`config.mk`:
```
export PLATFORM = sky130hd
export DESIGN_NAME = jtkicker_dwnld_xform
export DESIGN_NICKNAME = d
export VERILOG_FILES = /design/src/rtl/jtkicker_dwnld_pkg.sv /design/src/rtl/jtkicker_dwnld_fifo.sv /design/src/rtl/jtkicker_dwnld_xform.sv
export SDC_FILE = /design/constraint.sdc
export NUM_CORES = 1
export LEC_CHECK = 0
export ABC_AREA = 1
export CAP_MARGIN = 20
export CORE_AREA = 3 3 130 119
export DETAILED_ROUTE_END_ITERATION = 10
export DIE_AREA = 0 0 133 122
export PLACE_DENSITY_LB_ADDON = 0.12
export SYNTH_ARGS = -nofsm -noshare
export SYNTH_HDL_FRONTEND = slang
export SYNTH_SLANG_ARGS = --single-unit
```
`constraint.sdc`:
```
create_clock -name clk -period 3.75 [get_ports clk]
set_input_delay 0.75 -clock clk [delete_from_list [all_inputs] [get_ports clk]]
set_output_delay 0.75 -clock clk [all_outputs]
set_load 0.01 [all_outputs]
```
`src/rtl/jtkicker_dwnld_pkg.sv`:
```
// Shared types and constants for the Kicker ROM-download transformer.
package jtkicker_dwnld_pkg;

  localparam logic [1:0] MODE_PASS  = 2'd0;
  localparam logic [1:0] MODE_NSWAP = 2'd1;
  localparam logic [1:0] MODE_OBJIL = 2'd2;
  localparam logic [1:0] MODE_DROP  = 2'd3;

  typedef struct packed {
    logic        prom;
    logic [24:0] dst;
    logic [7:0]  data;
  } entry_t;

  typedef enum logic [1:0] {
    StIdle,
    StWr,
    StPstb
  } state_t;

endpackage

```
`src/rtl/jtkicker_dwnld_fifo.sv`:
```
// Small synchronous FIFO; a push into a full FIFO is accepted only when a pop
// happens in the same cycle.
module jtkicker_dwnld_fifo #(
  parameter int unsigned DEPTH = 4,
  parameter int unsigned WIDTH = 34
) (
  input  logic             clk,
  input  logic             rst_n,
  input  logic             i_push,
  input  logic [WIDTH-1:0] i_data,
  input  logic             i_pop,
  output logic [WIDTH-1:0] o_data,
  output logic             o_full,
  output logic             o_empty
);

  localparam int unsigned AW = (DEPTH > 1) ? $clog2(DEPTH) : 1;

  logic [WIDTH-1:0] r_mem [DEPTH];
  logic [AW-1:0]    r_wptr;
  logic [AW-1:0]    r_rptr;
  logic [AW:0]      r_cnt;
  logic             w_do_push;
  logic             w_do_pop;

  assign o_empty   = (r_cnt == '0);
  assign o_full    = (r_cnt == (AW+1)'(DEPTH));
  assign o_data    = r_mem[r_rptr];
  assign w_do_pop  = i_pop & ~o_empty;
  assign w_do_push = i_push & (~o_full | w_do_pop);

  always_ff @(posedge clk or negedge rst_n) begin
    if (!rst_n) begin
      r_wptr <= '0;
      r_rptr <= '0;
      r_cnt  <= '0;
    end else begin
      if (w_do_push) r_wptr <= r_wptr + AW'(1);
      if (w_do_pop)  r_rptr <= r_rptr + AW'(1);
      r_cnt <= r_cnt + {{AW{1'b0}}, w_do_push} - {{AW{1'b0}}, w_do_pop};
    end
  end

  // Storage needs no reset: the pointers define which slots are valid.
  always_ff @(posedge clk) begin
    if (w_do_push) r_mem[r_wptr] <= i_data;
  end

endmodule

```
`src/rtl/jtkicker_dwnld_xform.sv`:
```
// ROM-download transformer: per-region byte/address remap, FIFO buffering and
// SDRAM (acked) or PROM (strobed) write-out.
module jtkicker_dwnld_xform
  import jtkicker_dwnld_pkg::*;
#(
  parameter int unsigned        NREG       = 4,
  parameter logic [NREG*25-1:0] REG_START  = '0,
  parameter logic [NREG*2-1:0]  REG_MODE   = '0,
  parameter logic [24:0]        PROM_START = 25'h1C000,
  parameter int unsigned        PROM_AW    = 11,
  parameter int unsigned        DEPTH      = 4,
  parameter logic               SWAB       = 1'b1
) (
  input  logic               clk,
  input  logic               rst_n,
  input  logic               downloading,
  input  logic [24:0]        ioctl_addr,
  input  logic [7:0]         ioctl_dout,
  input  logic               ioctl_wr,
  output logic [21:0]        prog_addr,
  output logic [15:0]        prog_data,
  output logic [1:0]         prog_mask,
  output logic               prog_we,
  input  logic               sdram_ack,
  output logic               prom_we,
  output logic [PROM_AW-1:0] prom_addr,
  output logic [7:0]         prom_data,
  output logic               dwnld_busy,
  output logic               overflow
);

  entry_t       w_in;
  entry_t       w_head;
  logic [1:0]   w_mode;
  logic         w_is_prom;
  logic         w_push;
  logic         w_pop;
  logic         w_full;
  logic         w_empty;
  logic         w_lost;
  logic         w_dl_rise;
  logic         w_unused;
  state_t       r_state;
  state_t       w_state_nxt;
  logic         r_dl_prev;
  logic         r_overflow;
  logic [21:0]  r_prog_addr;
  logic [15:0]  r_prog_data;
  logic [1:0]   r_prog_mask;
  logic [PROM_AW-1:0] r_prom_addr;
  logic [7:0]   r_prom_data;

  // Region select and transform of the incoming byte.
  always_comb begin
    w_mode = MODE_PASS;
    for (int unsigned k = 0; k < NREG; k++) begin
      if (ioctl_addr >= REG_START[25*k +: 25]) w_mode = REG_MODE[2*k +: 2];
    end
    w_is_prom = (ioctl_addr >= PROM_START);
    w_in.prom = w_is_prom;
    w_in.dst  = ioctl_addr;
    w_in.data = ioctl_dout;
    if (w_is_prom) begin
      w_in.dst = ioctl_addr - PROM_START;
    end else begin
      case (w_mode)
        MODE_NSWAP: w_in.data = {ioctl_dout[3:0], ioctl_dout[7:4]};
        MODE_OBJIL: begin
          w_in.dst[15]  = ioctl_addr[0];
          w_in.dst[14]  = ioctl_addr[15];
          w_in.dst[0]   = ~ioctl_addr[14];
          w_in.dst[2:1] = ioctl_addr[5:4] + 2'd1;
          w_in.dst[6:3] = {ioctl_addr[6], ioctl_addr[3:1]};
        end
        default: ;
      endcase
    end
  end

  assign w_push    = ioctl_wr & downloading & (w_is_prom | (w_mode != MODE_DROP));
  assign w_lost    = w_push & w_full & ~w_pop;
  assign w_dl_rise = downloading & ~r_dl_prev;
  assign w_unused  = ^w_head.dst[24:23];

  jtkicker_dwnld_fifo #(
    .DEPTH (DEPTH),
    .WIDTH ($bits(entry_t))
  ) u_fifo (
    .clk     (clk),
    .rst_n   (rst_n),
    .i_push  (w_push),
    .i_data  (w_in),
    .i_pop   (w_pop),
    .o_data  (w_head),
    .o_full  (w_full),
    .o_empty (w_empty)
  );

  always_comb begin
    w_state_nxt = r_state;
    w_pop       = 1'b0;
    case (r_state)
      StIdle: if (!w_empty) w_state_nxt = w_head.prom ? StPstb : StWr;
      StWr: begin
        if (sdram_ack) begin
          w_pop       = 1'b1;
          w_state_nxt = StIdle;
        end
      end
      StPstb: begin
        w_pop       = 1'b1;
        w_state_nxt = StIdle;
      end
      default: w_state_nxt = StIdle;
    endcase
  end

  always_ff @(posedge clk or negedge rst_n) begin
    if (!rst_n) begin
      r_state    <= StIdle;
      r_dl_prev  <= 1'b0;
      r_overflow <= 1'b0;
    end else begin
      r_state   <= w_state_nxt;
      r_dl_prev <= downloading;
      // A loss in the same cycle as a new download window still counts.
      if (w_lost)         r_overflow <= 1'b1;
      else if (w_dl_rise) r_overflow <= 1'b0;
    end
  end

  // Outputs are captured on launch so they stay put for the whole handshake.
  always_ff @(posedge clk or negedge rst_n) begin
    if (!rst_n) begin
      r_prog_addr <= '0;
      r_prog_data <= '0;
      r_prog_mask <= 2'b11;
      r_prom_addr <= '0;
      r_prom_data <= '0;
    end else if (r_state == StIdle && !w_empty) begin
      if (w_head.prom) begin
        r_prom_addr <= w_head.dst[PROM_AW-1:0];
        r_prom_data <= w_head.data;
      end else begin
        r_prog_addr <= w_head.dst[22:1];
        r_prog_data <= {w_head.data, w_head.data};
        r_prog_mask <= (w_head.dst[0] ^ SWAB) ? 2'b01 : 2'b10;
      end
    end
  end

  assign prog_we    = (r_state == StWr);
  assign prom_we    = (r_state == StPstb);
  assign prog_addr  = r_prog_addr;
  assign prog_data  = r_prog_data;
  assign prog_mask  = r_prog_mask;
  assign prom_addr  = r_prom_addr;
  assign prom_data  = r_prom_data;
  assign overflow   = r_overflow;
  assign dwnld_busy = downloading | ~w_empty;

endmodule

```
# --- Word-level counts from Yosys, hierarchy flattened ---
# Memories as Yosys holds them, arrays and structs flattened.
# Cells that the tools add are included.
classes:
  n_addsub: 5
  multipliers: 0
  div: 0
  magnitude_cmp: 1
  n_eq_ne: 5
  shifts: 0
  mux: 15
  n_bitwise: 13
  reduce_logical: 8
ops:
  columns: ["cell", "n"]
  rows:
  - ["greater-or-equal comparator 25 x 17 -> 1 bit (second input constant)", 1]
  - ["subtractor 25 x 17 -> 25 bit (second input constant)", 1]
  - ["2-to-1 mux 7 bit", 2]
  - ["2-to-1 mux 2 bit", 5]
  - ["2-to-1 mux 9 bit", 1]
  - ["AND 1 bit", 6]
  - ["AND reduction 2 bit", 3]
  - ["2-to-1 mux 1 bit", 5]
  - ["inverter 1 bit", 5]
  - ["adder 2 x 1 -> 2 bit (second input constant)", 2]
  - ["one-hot mux 2 bit (2 select lines)", 1]
  - ["adder 3 x 1 -> 3 bit", 1]
  - ["== test 3 bit (second input constant)", 1]
  - ["zero test 3 bit", 1]
  - ["subtractor 3 x 1 -> 3 bit", 1]
  - ["== test 2 x 1 -> 1 bit (second input constant)", 1]
  - ["== test 2 bit (second input constant)", 1]
  - ["zero test 2 bit", 1]
  - ["inequality test 2 x 1 -> 1 bit (second input constant)", 1]
  - ["inequality test 2 bit (second input constant)", 1]
  - ["OR 1 bit", 2]
  - ["one-hot mux 1 bit (2 select lines)", 1]
  - ["nonzero test 2 bit", 1]
  - ["logical AND 1 bit", 1]
  - ["zero test 1 bit", 1]
totals:
  register_bits: 70
  latchBits: 0
  ram_bits: 136
  mem_bits_ro: 0
  in_bits: 38
  output_inout_bits: 63
  elab_cells: 59
  mem_count: 1
memory_table:
  columns: ["memory", "words", "word_bits", "rd", "rd_clocked_by_memory_dff", "wr", "line_no", "rtl"]
  rows:
  - ["u_fifo.r_mem", 4, 34, 1, 0, 1, "jtkicker_dwnld_fifo.sv:19", "logic [WIDTH-1:0] r_mem [DEPTH];"]

# --- Depth between registers and ports, before layout ---
depth:
  depth_word: 7
  depth_mapped: 11
  mapped_depth_nobuf: 11

# --- Hierarchy ---
# Synthesis repeated with hierarchy kept, for this count alone.
hier_totals:
  hier_cells: 749
  area_unflattened_um2: 8226.6
by_module_without_submodules:
  columns: ["module", "instances", "cells_per_inst", "area_each_um2", "seq_area_each_um2"]
  rows:
  - ["jtkicker_dwnld_fifo", 1, 417, 5574.1, 4259.1]
  - ["jtkicker_dwnld_xform", 1, 332, 2652.5, 1378.8]

# --- Worst setup path before layout ---
# Ideal clock, no wire load.
synth_path:
  path_type: "input port to flip-flop"
  start: "input sdram_ack"
  end: "memory u_fifo.r_mem[0][0] (enable)"
  setup_time_ps: 421
  t_arrival_ps: 2461
  t_required_ps: 3329
  path_slack_ps: 868
  path_stages: 6
  path_buffers: 0
  path_cell_list: "nand2_1 > nand2_1 > nand2_1 > nand2_1 > nand2_1 > nor2_1"
synth_between:
  elab_chain_len: 7
synth_lines:
  columns: ["item", "line_no", "rtl"]
  rows:
  - ["start, declared", "jtkicker_dwnld_xform.sv:24", "input logic sdram_ack,"]
  - ["2-to-1 mux 1 bit", "jtkicker_dwnld_xform.sv:105", "if (sdram_ack) begin"]
  - ["one-hot mux 1 bit (2 select lines)", "jtkicker_dwnld_xform.sv:102", "case (r_state)"]
  - ["AND 1 bit", "jtkicker_dwnld_fifo.sv:29", "assign w_do_pop = i_pop & ~o_empty;"]
  - ["OR 1 bit", "jtkicker_dwnld_fifo.sv:30", "assign w_do_push = i_push & (~o_full | w_do_pop);"]
  - ["AND 1 bit", "jtkicker_dwnld_fifo.sv:30", null]
  - ["2-to-1 mux 1 bit", "jtkicker_dwnld_fifo.sv:46", "if (w_do_push) r_mem[r_wptr] <= i_data;"]
  - ["2-to-1 mux 1 bit (not written as such)", "jtkicker_dwnld_fifo.sv:46", null]
  - ["end, declared", "jtkicker_dwnld_fifo.sv:19", null]
# No other way between the ends.

# --- Final worst setup path ---
layout_path:
  start: "input downloading"
  end: "output dwnld_busy"
layout_between:
  elab_chain_len: 1
layout_lines:
  columns: ["item", "line_no", "rtl"]
  rows:
  - ["start, declared", "jtkicker_dwnld_xform.sv:16", "input logic downloading,"]
  - ["OR 1 bit", "jtkicker_dwnld_xform.sv:160", "assign dwnld_busy = downloading | ~w_empty;"]
  - ["end, declared", "jtkicker_dwnld_xform.sv:28", "output logic dwnld_busy,"]
# No other way between the ends.

==> flow_results.org <==
** Status
- The flow ran to the end, and the final reports show no timing, DRC or antenna violations.

** Critical path
- STA classifies the critical path endpoint as a primary output.
- Data arrival time of the critical path :: 1920 ps
- On the critical path, the stage with the largest delay is an instance of clkdlybuf4s50_1.
- Data on the critical path is required at its endpoint by 3000 ps.
- Most Frequent Cell on Critical Path :: clkdlybuf4s50_1
- Among cell families on the critical path, the largest total delay comes from buffers and inverters.
- Crit path kind :: input port to primary output
- Critical Path, Cell by Cell :: clkdlybuf4s50_1 > inv_1 > nand2_1 > clkdlybuf4s50_1
- Together, buffers and inverters on the worst path number 3.
- Along the worst path, the maximum fanout reaches 3.
- On the worst path, the slowest cell contributes a delay of 530 ps.
- Worst setup SP type :: input port

** Placed design
- After legalization and detailed placement, the total HPWL measured 10300 um.
- The count of buffers added on input and output ports is 100.
- GP Congestion :: 0.797

** Routing
- In the final routed layout, each cell accounts on average for 16.3 um.
- After detailed routing, the number of remaining DRC violations is 0.
- Final routed wirelength across all metal layers :: 15900 um
- The detail route stage leaves a number of antenna-violating nets equal to 0.
- First DRT Iteration DRCs :: 410
- Pre-Repair DR Iteration Count :: 5
- Across all layers, the routed design uses 5075 vias.
- DR vias/cell :: 5.20

** Pwr
- VDD sags by at most 0.353 mV.
- Power density over the cells :: 823 mW/mm^2
- For this design the static power due to leakage is 3.72 nW.
- After layout, the design draws a total of 0.00784 W.

** Synth
- Portion of synthesized cell area occupied by the leading cell type :: 0.493
- Flip-flop and latch count after synthesis :: 190
- Counting flops with a built-in enable in the synthesized netlist gives 128.
- Area leader, netlist :: edfxtp_1
- Synthesis instantiated 27 different standard cells from the library.
- Synthesis produced a netlist whose cell count is 680.
- The share of the Yosys chip area taken by registers is 0.692.
- Post-synth ARST share :: 0.326
- Number of warning messages in the yosys log :: 0
- Avg Inst Size Synth :: 11.5 um^2
- Area of the mapped netlist :: 0.00779 mm^2
- The most used flip-flop cell after synthesis is edfxtp_1.
- Top cells by area, synth :: edfxtp_1, dfrtp_1, nand2_1, nor2_1, nand3_1
- Counting every net in the synthesized netlist gives 729.

** Finish
- Fill cells in the final layout number 1033.
- Count of inserted antenna diode cells :: 0
- In the final layout, the share of cells above drive strength 1 is 0.107.
- Across the whole layout, storage elements account for 0.00540 mm^2.
- The library cell used most frequently in the layout, excluding fill and tap cells, is nand2_1.
- Post-layout net count :: 819
- The multi-input combinational cells in the finished layout cover a total of 0.00206 mm^2.
- Compared with the post-synthesis result, the final layout area differs by 22.2%.
- In the layout the commonest cells are nand2_1, edfxtp_1, clkdlybuf4s50_1, nor2_1, dfrtp_1.

** Die
- Number of ports placed on the die boundary :: 101
- The initial utilization of the core area, before any placement, comes to 0.553.
- Area inside the core boundary :: 0.0141 mm^2
- The die is 122 um tall.
- Die width :: 133 um
- The floorplan has 41 rows.
- The die covers 0.0162 mm^2.

** Timing
- Min cycle time layout :: 2670 ps
- The number of hold-slack violations in the final timing report is 0.
- In the finished design, the share of the clock period the worst path needs comes to 0.712.
- Headroom to the max-slew limit came out at 0.558.
- Accumulated negative setup slack :: 0 ps
- Setup violations remaining at the end of the flow were counted as 0.
- Least-Margin Pin Slew :: 661 ps
- The max-slew violation total from the final report came to 0.
- Timing would allow up to 375 MHz.
- Max Clock Skew :: 11.1 ps
- RSZ-0062 raised after global routing :: no

** Clocking
- The clock tree synthesis step divided the H-tree into 4 levels.
- In this run the deepest clock path goes through 2 buffers.
- The number of clock buffers added by TritonCTS is 17.
- After clock tree synthesis, the clock-pin slew on the worst setup and hold paths is 60 ps.
- The clock net in this run drives a total of 190 sinks.
- For this design, the CTS-stage hold fixing added 0 buffers.
- The number of setup buffers added after CTS is 0.
- TritonCTS built the clock tree.
- At the later pin of the worst-skew pair, clock insertion delay measures 430 ps.
- The tree is rooted in a clkbuf_16.
- Resize count post-CTS :: 0

** Global route
- The first global-routing pass estimated 26200 um of wire.
- Number of antenna violations at the first check in global routing :: 0
- GRT Total Usage :: 0.207
- GRT overflow :: 0
- The via count of the first global-routing pass was 5203.
- Entering global routing, the biggest net connects 59 pins.

** Run
- Max-cap violations in this run came to 0.

** Hold path
- The tightest min-delay check is of the input port to async pin type.
==> worst paths after layout <==
check                                  start                  end  slack (ps)  cells past startpoint
min in group clk                prog_mask[0]         prog_mask[0]         460                      2
worst min register to register  prog_mask[0]         prog_mask[0]         460                      2
worst min-delay path                   rst_n      u_fifo.r_cnt[2]         310                      1
max in group asynchronous              rst_n         prog_mask[1]        2530                      2
worst max register to register    r_state[1]  u_fifo.r_mem[2][33]        1320                      9
worst max-delay path             downloading           dwnld_busy        1080                      4
==> synth_stat cells, types with 2 or more instances <==
cell type and n:
o21ai_0 37, nand3_1 48, clkbuf_2 2, buf_6 3, nand2_1 157, dfrtp_1 60
buf_2 21, buf_4 10, clkbuf_1 4, o21ai_2 10, xor2_1 7, inv_2 6
nand2_2 12, inv_1 27, xnor2_1 4, a21oi_1 12, nor2_1 79, edfxtp_1 128
nand3_2 4, o21ai_1 20, dfstp_2 2, o22ai_1 13, ha_1 10
==> state kept, by name, indices dropped and copies added, names as in the netlist <==
| name | flops |
|---|---|
| u_fifo.r_mem | 128 |
| prog_mask | 2 |
| u_fifo.r_cnt | 3 |
| u_fifo.r_rptr | 2 |
| prog_addr | 22 |
| u_fifo.r_wptr | 2 |
| prom_data | 8 |
| r_state | 2 |
| overflow | 1 |
| prog_data | 8 |
| r_dl_prev | 1 |
| prom_addr | 11 |
==> stage by stage <==
step	hold WS, ps	cell area [um^2]	setup WS [ps]	utilization	instances
2_1_floorplan	452	7790	868	-	680
3_3_place_gp	459	8920	719	0.632	944
3_5_place_dp	456	8920	727	0.632	944
4_1_cts	316	9530	1080	0.675	976
5_1_grt	339	9530	1020	0.675	976
6_report	314	9530	1080	0.675	976
==> kinds of logic (layout without fill, tap and decap cells) <==
kind of cell,Yosys count,in the layout,share of synthesized area
AOI/OAI and AO/OA,92,92,0.0660
xor gates and xnor gates,11,11,0.0124
adders and majority gates,11,11,0.0186
buffers and inverters,73,176,0.0465
DFF,190,190,0.692
and+or+nand+nor,303,303,0.164
==> routing by layer <==
layer	routed length (um)	global-route usage
met1	7200	0.275
met2	7770	0.339
met5	0	0
met3	760	0.0545
met4	176	0.0669
==> layout make-up <==
cell class | count | share of cell area
sequential | 190 | 0.567
multi-input combinational | 417 | 0.217
timing repair buffer | 111 | 0.114
clock buffer | 21 | 0.0494
tap | 193 | 0.0253
clock inverter | 11 | 0.0146
inverter | 33 | 0.0130
==> worst register-to-register path: cells and delay by family (launching register included) <==
family / cells / cell delay, ps
buffers and inverters: 2 / 380
DFF: 1 / 400
and+or+nand+nor: 6 / 1150
adders and majority gates: 1 / 200
==> power breakdown <==
part	leakage, nW	internal (W)	total, W	switching [W]
Combinational	1.53	0.00121	0.00297	0.00177
Clock	0.289	0.00110	0.00183	0.000737
Sequential	1.90	0.00276	0.00304	0.000275
No activity file was read; power rests on OpenSTA's default activity.
